--- config.mk ---
export PLATFORM = sky130hd
export DESIGN_NAME = ram_cmd_ctrl
export DESIGN_NICKNAME = d
export VERILOG_FILES = /design/src/rtl/ram_ctrl_pkg.sv /design/src/rtl/ram_cmd_ctrl.sv
export SDC_FILE = /design/constraint.sdc
export NUM_CORES = 1
export LEC_CHECK = 0
export BUFFER_PORTS_ARGS = -buffer_cell sky130_fd_sc_hd__buf_2
export CAP_MARGIN = 40
export CORE_AREA = 2 2 76 115
export CTS_CLUSTER_DIAMETER = 200
export CTS_CLUSTER_SIZE = 40
export DETAILED_ROUTE_END_ITERATION = 6
export DIE_AREA = 0 0 78 117
export GPL_TIMING_DRIVEN = 0
export HOLD_SLACK_MARGIN = 0.06
export PLACE_DENSITY = 0.75
export SETUP_SLACK_MARGIN = 0.15
export SLEW_MARGIN = 20
export SYNTH_ARGS = -nofsm -noshare
export SYNTH_HDL_FRONTEND = slang
export SYNTH_SLANG_ARGS = --single-unit
--- constraint.sdc ---
create_clock -name clk -period 2.05 [get_ports clk]
set_clock_uncertainty 0.2 [all_clocks]
set_input_delay 0.205 -clock clk [delete_from_list [all_inputs] [get_ports clk]]
set_output_delay 0.205 -clock clk [all_outputs]
set_load 0.03 [all_outputs]
--- src/rtl/ram_ctrl_pkg.sv ---
// Shared definitions for the RAM command front-end: op codes, FSM state
// encoding and default geometry of the 32x32 lab RAM.
package ram_ctrl_pkg;

  localparam int DEF_ADDR_W = 5;
  localparam int DEF_DATA_W = 32;

  typedef enum logic [1:0] {
    OP_NOP   = 2'b00,
    OP_WRITE = 2'b01,
    OP_READ  = 2'b10,
    OP_CLEAR = 2'b11
  } op_t;

  typedef enum logic [2:0] {
    ST_IDLE     = 3'd0,
    ST_WR       = 3'd1,
    ST_RD_ISSUE = 3'd2,
    ST_RD_WAIT  = 3'd3,
    ST_CLR      = 3'd4
  } state_t;

endpackage

--- src/rtl/ram_cmd_ctrl.sv ---
// Command front-end for the single-port synchronous RAM: turns write/read/clear
// commands into registered RAM pin activity and returns read data.
module ram_cmd_ctrl
  import ram_ctrl_pkg::*;
#(
  parameter int                ADDR_W    = DEF_ADDR_W,
  parameter int                DATA_W    = DEF_DATA_W,
  parameter logic [DATA_W-1:0] CLEAR_VAL = '0
) (
  input  logic              clk,
  input  logic              rst_n,
  input  logic              cmd_valid,
  output logic              cmd_ready,
  input  logic [1:0]        cmd_op,
  input  logic [ADDR_W-1:0] cmd_addr,
  input  logic [DATA_W-1:0] cmd_wdata,
  output logic              rd_valid,
  output logic [DATA_W-1:0] rd_data,
  output logic              clr_done,
  output logic              busy,
  output logic              ram_ena,
  output logic              ram_wena,
  output logic [ADDR_W-1:0] ram_addr,
  output logic [DATA_W-1:0] ram_wdata,
  input  logic [DATA_W-1:0] ram_rdata
);

  localparam logic [ADDR_W-1:0] LAST_ADDR = '1;

  state_t state;

  assign cmd_ready = (state == ST_IDLE);
  assign busy      = (state != ST_IDLE);

  // Reads keep ena high through RD_WAIT so the RAM output stays driven until captured.
  always_ff @(posedge clk or negedge rst_n) begin
    if (!rst_n) begin
      state     <= ST_IDLE;
      ram_ena   <= 1'b0;
      ram_wena  <= 1'b0;
      ram_addr  <= '0;
      ram_wdata <= '0;
      rd_valid  <= 1'b0;
      rd_data   <= '0;
      clr_done  <= 1'b0;
    end else begin
      rd_valid <= 1'b0;
      clr_done <= 1'b0;
      case (state)
        ST_IDLE: begin
          if (cmd_valid) begin
            case (cmd_op)
              OP_WRITE: begin
                ram_ena   <= 1'b1;
                ram_wena  <= 1'b1;
                ram_addr  <= cmd_addr;
                ram_wdata <= cmd_wdata;
                state     <= ST_WR;
              end
              OP_READ: begin
                ram_ena  <= 1'b1;
                ram_wena <= 1'b0;
                ram_addr <= cmd_addr;
                state    <= ST_RD_ISSUE;
              end
              OP_CLEAR: begin
                ram_ena   <= 1'b1;
                ram_wena  <= 1'b1;
                ram_addr  <= '0;
                ram_wdata <= CLEAR_VAL;
                state     <= ST_CLR;
              end
              default: ;
            endcase
          end
        end
        ST_WR: begin
          ram_ena  <= 1'b0;
          ram_wena <= 1'b0;
          state    <= ST_IDLE;
        end
        ST_RD_ISSUE: begin
          state <= ST_RD_WAIT;
        end
        ST_RD_WAIT: begin
          rd_data  <= ram_rdata;
          rd_valid <= 1'b1;
          ram_ena  <= 1'b0;
          state    <= ST_IDLE;
        end
        ST_CLR: begin
          if (ram_addr != LAST_ADDR) begin
            ram_addr <= ram_addr + 1'b1;
          end else begin
            ram_ena  <= 1'b0;
            ram_wena <= 1'b0;
            clr_done <= 1'b1;
            state    <= ST_IDLE;
          end
        end
        default: begin
          ram_ena  <= 1'b0;
          ram_wena <= 1'b0;
          state    <= ST_IDLE;
        end
      endcase
    end
  end

endmodule

==> flow_summary.yaml, run 1 <==
synth:
  ys_ff_latch: 76
  synth_flop_cell: "dfrtp_1"
  synthArstFlopShare_pct: 100
  synth_area_sq_um: 3410
  synth_cell_types: 36
  syn_nets: 443
  synth_edf_count: 0
  synth_area_leaders: "dfrtp_1 56%, nand2_1 11%, nand3b_1 7.5%, inv_1 4.3%, o21ai_1 3.5%"
  syn_avg_cell_area_sq_um: 9.43
  syn_inst: 362
  yosysWarnings: 0
  ys_seq_area_share_pct: 55.7
  synth_top_area_share_pct: 55.7
  synth_top_area_cell: "dfrtp_1"
placement:
  io_buffers: 148
  place_area_sq_um: 4360
  routabilityCongestion: 0.871
  hpwl_um: 6630
  place_ws_ps: -157
  placedCellCount: 618
sta:
  setup_tns_ps: 0
  finalHoldViolCount: 0
  maxSlewHeadroom_pct: 61.5
  rsz0062_at_grt: "true"
  fmax_ghz: 0.522
  period_needed_ps: 1910
  final_max_slew_viol_count: 0
  worstMarginPinSlew_ps: 575
  worst_slack_ps: 136
  post-route-period-util_pct: 93.4
  hold-worst-slack_ps: 111
  setup_viol: 0
power_and_ir_drop:
  switching_share_pct: 45.8
  clockPowerShare_pct: 16.9
  seq_power_share_pct: 31.1
  total_power_mw: 8.67
  power.net_switching_mw: 3.97
  peakVddDrop_uv: 785
  comb_power_share_pct: 52.0
  internal_power_mw: 4.70
  p_leak_nw: 2.88
  p_per_area_nw_per_um2: 1550
critical_path:
  critical_path.max_stage_delay_ps: 430
  cp_slowest_cell: "dfrtp_2"
  cp.required_ps: 2060
  endpoint_kind: "flop"
  critPathArrivalTime_ps: 1930
  crit_top_cell: "ha_4"
  critPathBufInv: 0
  crit_type: "flop to flop"
  cp_top_family: "flip-flops"
  path_depth: 7
  path_max_fanout: 4
  critical_path.startpoint_type: "flop"
  reg2reg_depth: 7
  crit_chain: "ha_4 -> and3_4 -> ha_4 -> nand2b_4 -> a32oi_2 -> nor3b_1 -> a211o_1"
global_route:
  grt_use_met3_pct: 4.37
  track_usage_pct: 22.9
  grt_max_degree: 46
  grt_overflow: 0
  grtUsageMet2_pct: 42.9
  antenna_found_initial: 0
  grt_first_pass_wirelength_um: 16400
  grt_pass1_vias: 3489
  top_usage_layer: "met2"
  grt_use_met1_pct: 25.7
routing:
  vias_per_cell: 4.85
  drc: 0
  num_vias: 3483
  drt-total-wl_um: 10700
  drt_iter0_markers: 145
  antenna_left: 0
  avgRoutedWirePerCell_um: 14.9
  drt-pass1-iter-count: 4
outcome:
  status: "complete, no violations"
floorplanning:
  fp.dieW_um: 78
  io_pins: 149
  dieArea_sq_um: 9130
  initial_core_util_pct: 41.6
  rows: 41
  die_y_um: 117
  core_area_sq_um: 8210
cts:
  path_clk_slew_ps: 60
  cts_inserted_buffers: 9
  h-tree-depth: 3
  cts_root_buf: "clkbuf_16"
  clkSinkCount: 76
  cts_tree: "yes"
  clkLatencyLatePin_ps: 330
  clk_path_buf_depth: 2
cells_and_area:
  final_cell_mix: "149 x buf_2, 96 x nand2_1, 73 x dfrtp_1"
  drive_gt1_share_pct: 34.9
  final_area_sq_um: 5580
  final_util_pct: 67.9
  diodes: 0
  layout.cells.non_filler: 718
  final_common_cell: "buf_2"
  fillers: 614
  fin_nets: 687
  syn_to_final_growth_pct: 63.4
flow_run:
  maxCapViolations: 0
worst_hold_path:
  worstHoldPathCells: 4
  hp-class: "primary input to flop"
-- worst register-to-register path, delay by kind of cell (launching register included) --
kind                       cells  cell delay, ps
adders and majority gates      2             350
AOI/OAI and AO/OA              2             420
and+or+nand+nor                3             400
DFF                            1             430
-- Yosys cell counts, drive strengths merged, types with 2 or more instances --
library cell,n
nand3,2
clkbuf,13
o2111ai,2
a21o,3
nor3,5
nor3b,2
mux2,2
a21oi,8
o22ai,2
o21ai,34
nor2,7
a211oi,2
and3,3
ha,7
buf,10
nor2b,2
nand3b,34
dfrtp,76
inv,39
nand2,96
a22o,2
nand2b,3
or2,2
-- path summary, 6_finish.rpt --
check | from | endpoint | slack, ps
setup / recovery | ram_addr[0] | ram_addr[0] | 140
hold / removal | cmd_op[1] | ram_ena | 110
setup reg to reg | ram_addr[0] | ram_addr[0] | 140
hold reg to reg | rd_data[18] | rd_data[18] | 270
max in group asynchronous | rst_n | state[1] | 830
min in group asynchronous | rst_n | rd_data[28] | 250
-- sequential cells by signal, indices dropped and copies added, names as in the netlist --
signal     cells
clr_done       1
ram_addr       5
ram_ena        1
ram_wdata     32
ram_wena       1
rd_data       32
rd_valid       1
state          3
-- routing by layer --
layer | vias to the layer above | wire, um
met5 | - | 0
met4 | 0 | 210
met3 | 20 | 578
met2 | 137 | 5900
met1 | 1664 | 4030
li1 | 1662 | -
-- cells by family (layout without fill, tap and decap cells) --
group / after synthesis / count (layout) / synth area share (%)
AOI/OAI and AO/OA: 57 / 57 / 9.61
adders and majority gates: 7 / 7 / 2.57
DFF: 76 / 76 / 55.7
and+or+nand+nor: 158 / 158 / 23.1
muxes: 2 / 2 / 0.660
buffers and inverters: 62 / 311 / 8.29
-- power by group through the flow --
stage | Combinational, mW | Clock (mW) | Sequential, mW
4_1_cts | 4.18 | 1.50 | 2.67
3_5_place_dp | 3.98 | 0 | 2.70
6_report | 4.51 | 1.47 | 2.69
5_1_grt | 4.86 | 1.57 | 2.77
3_3_place_gp | 3.90 | 0 | 2.66
2_1_floorplan | 1.37 | 0 | 4.06
-- timing repair --
item	CTS	global route
gates cloned	0	4
setup buffers	6	5
endpoints found under the hold margin	112	0
hold buffers	69	0
pin swaps	2	20
endpoints found under the setup margin	17	47
resized for setup	3	31
-- final cells by class --
type / instances / area, sq um / area share, %
clock buffer: 11 / 243 / 4.35
buffer: 23 / 174 / 3.12
timing repair buffer: 233 / 1620 / 29.1
sequential: 76 / 1910 / 34.2
clock inverter: 5 / 36.3 / 0.651
inverter: 39 / 146 / 2.63
tap: 107 / 134 / 2.40
multi-input combinational: 224 / 1310 / 23.5
Note: power is estimated with default switching activity, not from simulation.
==> run 2: changes to the inputs <==
--- a/config.mk
+++ b/config.mk
@@ -7,14 +7,13 @@
 export LEC_CHECK = 0
 export BUFFER_PORTS_ARGS = -buffer_cell sky130_fd_sc_hd__buf_2
 export CAP_MARGIN = 40
-export CORE_AREA = 2 2 76 115
+export CORE_AREA = 2 2 73 110
 export CTS_CLUSTER_DIAMETER = 200
 export CTS_CLUSTER_SIZE = 40
 export DETAILED_ROUTE_END_ITERATION = 6
-export DIE_AREA = 0 0 78 117
+export DIE_AREA = 0 0 75 112
 export GPL_TIMING_DRIVEN = 0
-export HOLD_SLACK_MARGIN = 0.06
-export PLACE_DENSITY = 0.75
+export PLACE_DENSITY = 0.78
 export SETUP_SLACK_MARGIN = 0.15
 export SLEW_MARGIN = 20
 export SYNTH_ARGS = -nofsm -noshare
==> constraint.sdc (replaced) <==
create_clock -name clk -period 1.8 [get_ports clk]
set_clock_uncertainty 0.2 [all_clocks]
set_input_delay 0.18 -clock clk [delete_from_list [all_inputs] [get_ports clk]]
set_output_delay 0.18 -clock clk [all_outputs]
set_load 0.03 [all_outputs]
==> flow_summary.yaml, run 2 (synthesis gave the netlist of run 1 again) <==
outcome:
  status: "complete, but fails checks"
  failed_checks: "setup timing"
sta:
  post-route-period-util_pct: 107
  finalHoldViolCount: 0
  worstMarginPinSlew_ps: 590
  maxSlewHeadroom_pct: 60.7
  fmax_ghz: 0.521
  period_needed_ps: 1920
  setup_viol: 28
  worst_slack_ps: -119
  setup_tns_ps: -1230
  rsz0062_at_grt: "true"
  final_max_slew_viol_count: 0
cells_and_area:
  fin_nets: 701
  reg_top3: "ram_wdata x32, rd_data x32, ram_addr x5"
  syn_to_final_growth_pct: 73.4
  final_cell_mix: "146 x buf_2, 73 x nand2_1, 72 x dfrtp_1"
  drive_gt1_share_pct: 43.7
  final_common_cell: "buf_2"
critical_path:
  critPathArrivalTime_ps: 1930
  cp.required_ps: 1810
  critical_path.startpoint_type: "flop"
  path_max_fanout: 4
  endpoint_kind: "flop"
  crit_type: "flop to flop"
placement:
  place_ws_ps: -388
  routabilityCongestion: 0.772
  io_buffers: 148
  hpwl_um: 6470
routing:
  antenna_left: 0
  drt-total-wl_um: 12100
  drc: 0
  avgRoutedWirePerCell_um: 16.6
  vias_per_cell: 5.02
  drt_iter0_markers: 195
  drt-pass1-iter-count: 7
  num_vias: 3658
floorplanning:
  die_y_um: 112
  fp.dieW_um: 75
  dieArea_sq_um: 8400
  io_pins: 149
  rows: 39
  initial_core_util_pct: 45.7
  core_area_sq_um: 7470
global_route:
  grt_first_pass_wirelength_um: 17800
  antenna_found_initial: 0
  grt_overflow: 0
  grt_max_degree: 45
  track_usage_pct: 28.0
  grt_pass1_vias: 3750
power_and_ir_drop:
  p_leak_nw: 3.04
  p_per_area_nw_per_um2: 1790
  peakVddDrop_uv: 1100
cts:
  path_clk_slew_ps: 50
  clk_path_buf_depth: 2
  cts_root_buf: "clkbuf_16"
  cts_tree: "yes"
  cts_inserted_buffers: 9
  clkLatencyLatePin_ps: 330
  clkSinkCount: 76
  h-tree-depth: 3
worst_hold_path:
  hp-class: "primary input to flop"
flow_run:
  maxCapViolations: 0
[run 2: final timing paths]
| path | depth (start not counted) | slack [ps] | startpoint | end |
|---|---|---|---|---|
| setup / recovery | 7 | -120 | ram_addr[1] | ram_addr[1] |
| hold / removal | 3 | 70 | cmd_addr[0] | ram_addr[0] |
| setup reg to reg | 7 | -120 | ram_addr[1] | ram_addr[1] |
| hold reg to reg | 2 | 270 | rd_data[13] | rd_data[13] |
| max in group asynchronous | 3 | 600 | rst_n | rd_data[8] |
| min in group asynchronous | 2 | 210 | rst_n | rd_data[23] |
[run 2: repair_timing]
item / CTS / global route
endpoints found under the setup margin: 70 / 72
resized for setup: 56 / 66
setup buffers: 14 / 7
gates cloned: 6 / 3
hold buffers: 68 / 0
pin swaps: 24 / 20
endpoints found under the hold margin: 110 / 0
[run 2: where the power goes]
group | switching, mW | leakage, nW | internal [mW]
registers | 0.541 | 0.931 | 2.55
logic | 3.55 | 1.97 | 2.09
clock network | 0.696 | 0.148 | 1.15
total | 4.79 | 3.04 | 5.79
[run 2: area by class of cell]
type	count	area [sq um]
Multi-Input combinational cell	224	1450
Clock inverter	5	58.8
Timing Repair Buffer	247	1770
Inverter	39	149
Fill cell	435	1550
Sequential cell	76	1910
Tap cell	102	128
Antenna cell	1	2.50
Clock buffer	11	253
Buffer	23	205
[run 2: routing by layer]
metal | track usage (%) | up-vias | routed length (um)
li1 | - | 1690 | -
met1 | 30.4 | 1744 | 4440
met2 | 49.2 | 183 | 6400
met3 | 5.61 | 41 | 845
met4 | 14.8 | 0 | 430
met5 | 0 | - | 0
[run 2: critical path: stages (launching register included)]
cell and delay (ps):
dfrtp_2 430, ha_4 170, and3_4 180, ha_4 170
nor2b_4 130, a21oi_2 50, nand2b_4 170, mux2_4 300
[run 2: metrics by stage]
stage               total power, mW  cells  util (%)  instance area, sq um  hold WS, ps
global placement               7.48    612      58.2                  4340          171
global route                   11.1    727      79.2                  5910         76.8
detailed placement             7.62    613      58.5                  4360         19.1
CTS                            10.1    717      76.0                  5670         59.1
finish                         10.6    728      79.2                  5920         67.1
floorplan                      6.22    362         -                  3470         -316
==> run 3: changes to the inputs <==
--- a/config.mk
+++ b/config.mk
@@ -5,15 +5,15 @@
 export SDC_FILE = /design/constraint.sdc
 export NUM_CORES = 1
 export LEC_CHECK = 0
-export BUFFER_PORTS_ARGS = -buffer_cell sky130_fd_sc_hd__buf_2
 export CAP_MARGIN = 40
-export CORE_AREA = 2 2 73 110
+export CORE_AREA = 2 2 72 109
 export CTS_CLUSTER_DIAMETER = 200
 export CTS_CLUSTER_SIZE = 40
 export DETAILED_ROUTE_END_ITERATION = 6
-export DIE_AREA = 0 0 75 112
+export DIE_AREA = 0 0 74 111
+export DONT_BUFFER_PORTS = 1
 export GPL_TIMING_DRIVEN = 0
-export PLACE_DENSITY = 0.78
+export PLACE_DENSITY = 0.73
 export SETUP_SLACK_MARGIN = 0.15
 export SLEW_MARGIN = 20
 export SYNTH_ARGS = -nofsm -noshare
==> flow_summary.yaml, run 3 (synthesis gave the netlist of run 1 again) <==
outcome:
  status: "complete, but fails checks"
  failed_checks: "hold timing, setup timing"
global_route:
  antenna_found_initial: 0
  grt_first_pass_wirelength_um: 14600
  grt_pass1_vias: 3038
  track_usage_pct: 23.2
  grt_max_degree: 77
  grt_overflow: 0
cts:
  clk_path_buf_depth: 2
  path_clk_slew_ps: 60
  cts_inserted_buffers: 9
  cts_tree: "yes"
  clkLatencyLatePin_ps: 330
  cts_root_buf: "clkbuf_16"
  clkSinkCount: 76
  h-tree-depth: 3
  cts_hold_buf: 69
flow_run:
  maxCapViolations: 0
cells_and_area:
  multi_input_area_sq_um: 1490
  final_cell_mix: "72 x dfrtp_1, 69 x dlygate4sd3_1, 54 x nand2_1"
  fin_nets: 548
  drive_gt1_share_pct: 27.0
  diodes: 0
  syn_to_final_growth_pct: 53.5
  seq_area_sq_um: 1910
  fillers: 470
  final_common_cell: "dfrtp_1"
  layout.cells.non_filler: 573
  reg_top3: "ram_wdata x32, rd_data x32, ram_addr x5"
sta:
  setup_tns_ps: -2280
  final_max_slew_viol_count: 0
  setup_viol: 38
  maxSlewHeadroom_pct: 69.6
  hold-worst-slack_ps: -659
  worst_slack_ps: -230
  worstMarginPinSlew_ps: 455
  rsz0062_at_grt: "true"
  post-route-period-util_pct: 113
  finalHoldViolCount: 76
  period_needed_ps: 2030
  fmax_ghz: 0.493
critical_path:
  critical_path.startpoint_type: "flop"
  endpoint_kind: "flop"
  path_max_fanout: 7
  cp.required_ps: 1810
  r2r_slack_ps: -230
  reg2reg_depth: 7
  startpoint: "ram_addr[0]"
  worstReg2RegStart: "ram_addr[0]"
  critPathArrivalTime_ps: 2040
  crit_type: "flop to flop"
  r2r-end: "ram_addr[1]"
floorplanning:
  core_area_sq_um: 7370
  fp.dieW_um: 74
  io_pins: 149
  initial_core_util_pct: 46.3
  dieArea_sq_um: 8210
  rows: 39
  die_y_um: 111
power_and_ir_drop:
  peakVddDrop_uv: 1050
  switching_share_pct: 46.5
  p_leak_nw: 2.41
  total_power_mw: 9.90
  clockPowerShare_pct: 20.3
  power.net_switching_mw: 4.60
  internal_power_mw: 5.30
  seq_power_share_pct: 50.2
  comb_power_share_pct: 29.5
  p_per_area_nw_per_um2: 1890
placement:
  routabilityCongestion: 0.809
  io_buffers: 0
  place_ws_ps: -280
  placedCellCount: 464
  hpwl_um: 5660
routing:
  vias_per_cell: 5.36
  drt-total-wl_um: 11000
  drc: 0
  antenna_left: 0
  drt-pass1-iter-count: 5
  avgRoutedWirePerCell_um: 19.1
  num_vias: 3070
  drt_iter0_markers: 178
worst_hold_path:
  hp-class: "primary input to asynchronous set/reset pin"
run 3: cell count changes in the layout (fill, tap and decap cells not counted), moves of 3 or more:
cell and change:
buf_4 -6, buf_6 -9, buf_8 +3, clkbuf_16 +6
nand2_2 +11, o21ai_1 +9, o21ai_2 -9, nand2_4 +8
buf_2 -145, nand2_1 -19
run 3: power by group through the flow:
stage / Clock, mW / Combinational [mW] / Sequential [mW]
CTS: 2.03 / 2.33 / 4.82
floorplan: 0 / 1.60 / 4.62
detailed placement: 0 / 1.92 / 4.84
global placement: 0 / 1.83 / 4.82
finish: 2.01 / 2.93 / 4.97
global route: 2.12 / 3.21 / 5.07
run 3: area by class of cell:
class / instances / share of cell area [%]
Tap cell: 102 / 2.44
Sequential cell: 76 / 36.4
Inverter: 39 / 2.84
Buffer: 23 / 4.28
Multi-Input combinational cell: 224 / 28.5
Clock inverter: 3 / 1.31
Timing Repair Buffer: 94 / 19.1
Clock buffer: 12 / 5.09
run 3: how the worst max path moves through the flow:
stage	slack [ps]	cells after the start	end
5_1_grt	-290	7	ram_addr[4]
6_report	-230	7	ram_addr[1]
4_1_cts	-230	7	ram_addr[1]
2_1_floorplan	-160	7	ram_addr[1]
3_3_place_gp	-260	7	ram_addr[4]
3_5_place_dp	-280	6	ram_addr[4]
run 3: timing repair:
action,4_1_cts,5_1_grt
buffers inserted,10,8
gates cloned,0,7
gates resized for setup,38,81
hold endpoints to repair,146,76
setup endpoints to repair,71,72
pin swaps,16,40
run 3: stage by stage:
step	util, %	cell area, sq um
floorplan	-	3470
global placement	48.9	3600
detailed placement	48.9	3600
CTS	65.2	4800
global route	71.1	5240
finish	71.1	5240
run 3: routing by layer:
metal  track usage [%]  vias up  wire (um)
li1                  -     1380          -
met3              5.82       28        789
met2              42.5      156       5980
met4              9.70        0        306
met5                 0        -          0
met1              24.1     1506       3870
run 3: critical path, cell delays in order (launching register included):
cell and delay [ps]:
dfrtp_2 520, ha_4 210, and3_4 180, ha_4 160
nor2b_4 120, a21oi_2 50, nand2b_4 180, mux2_4 300
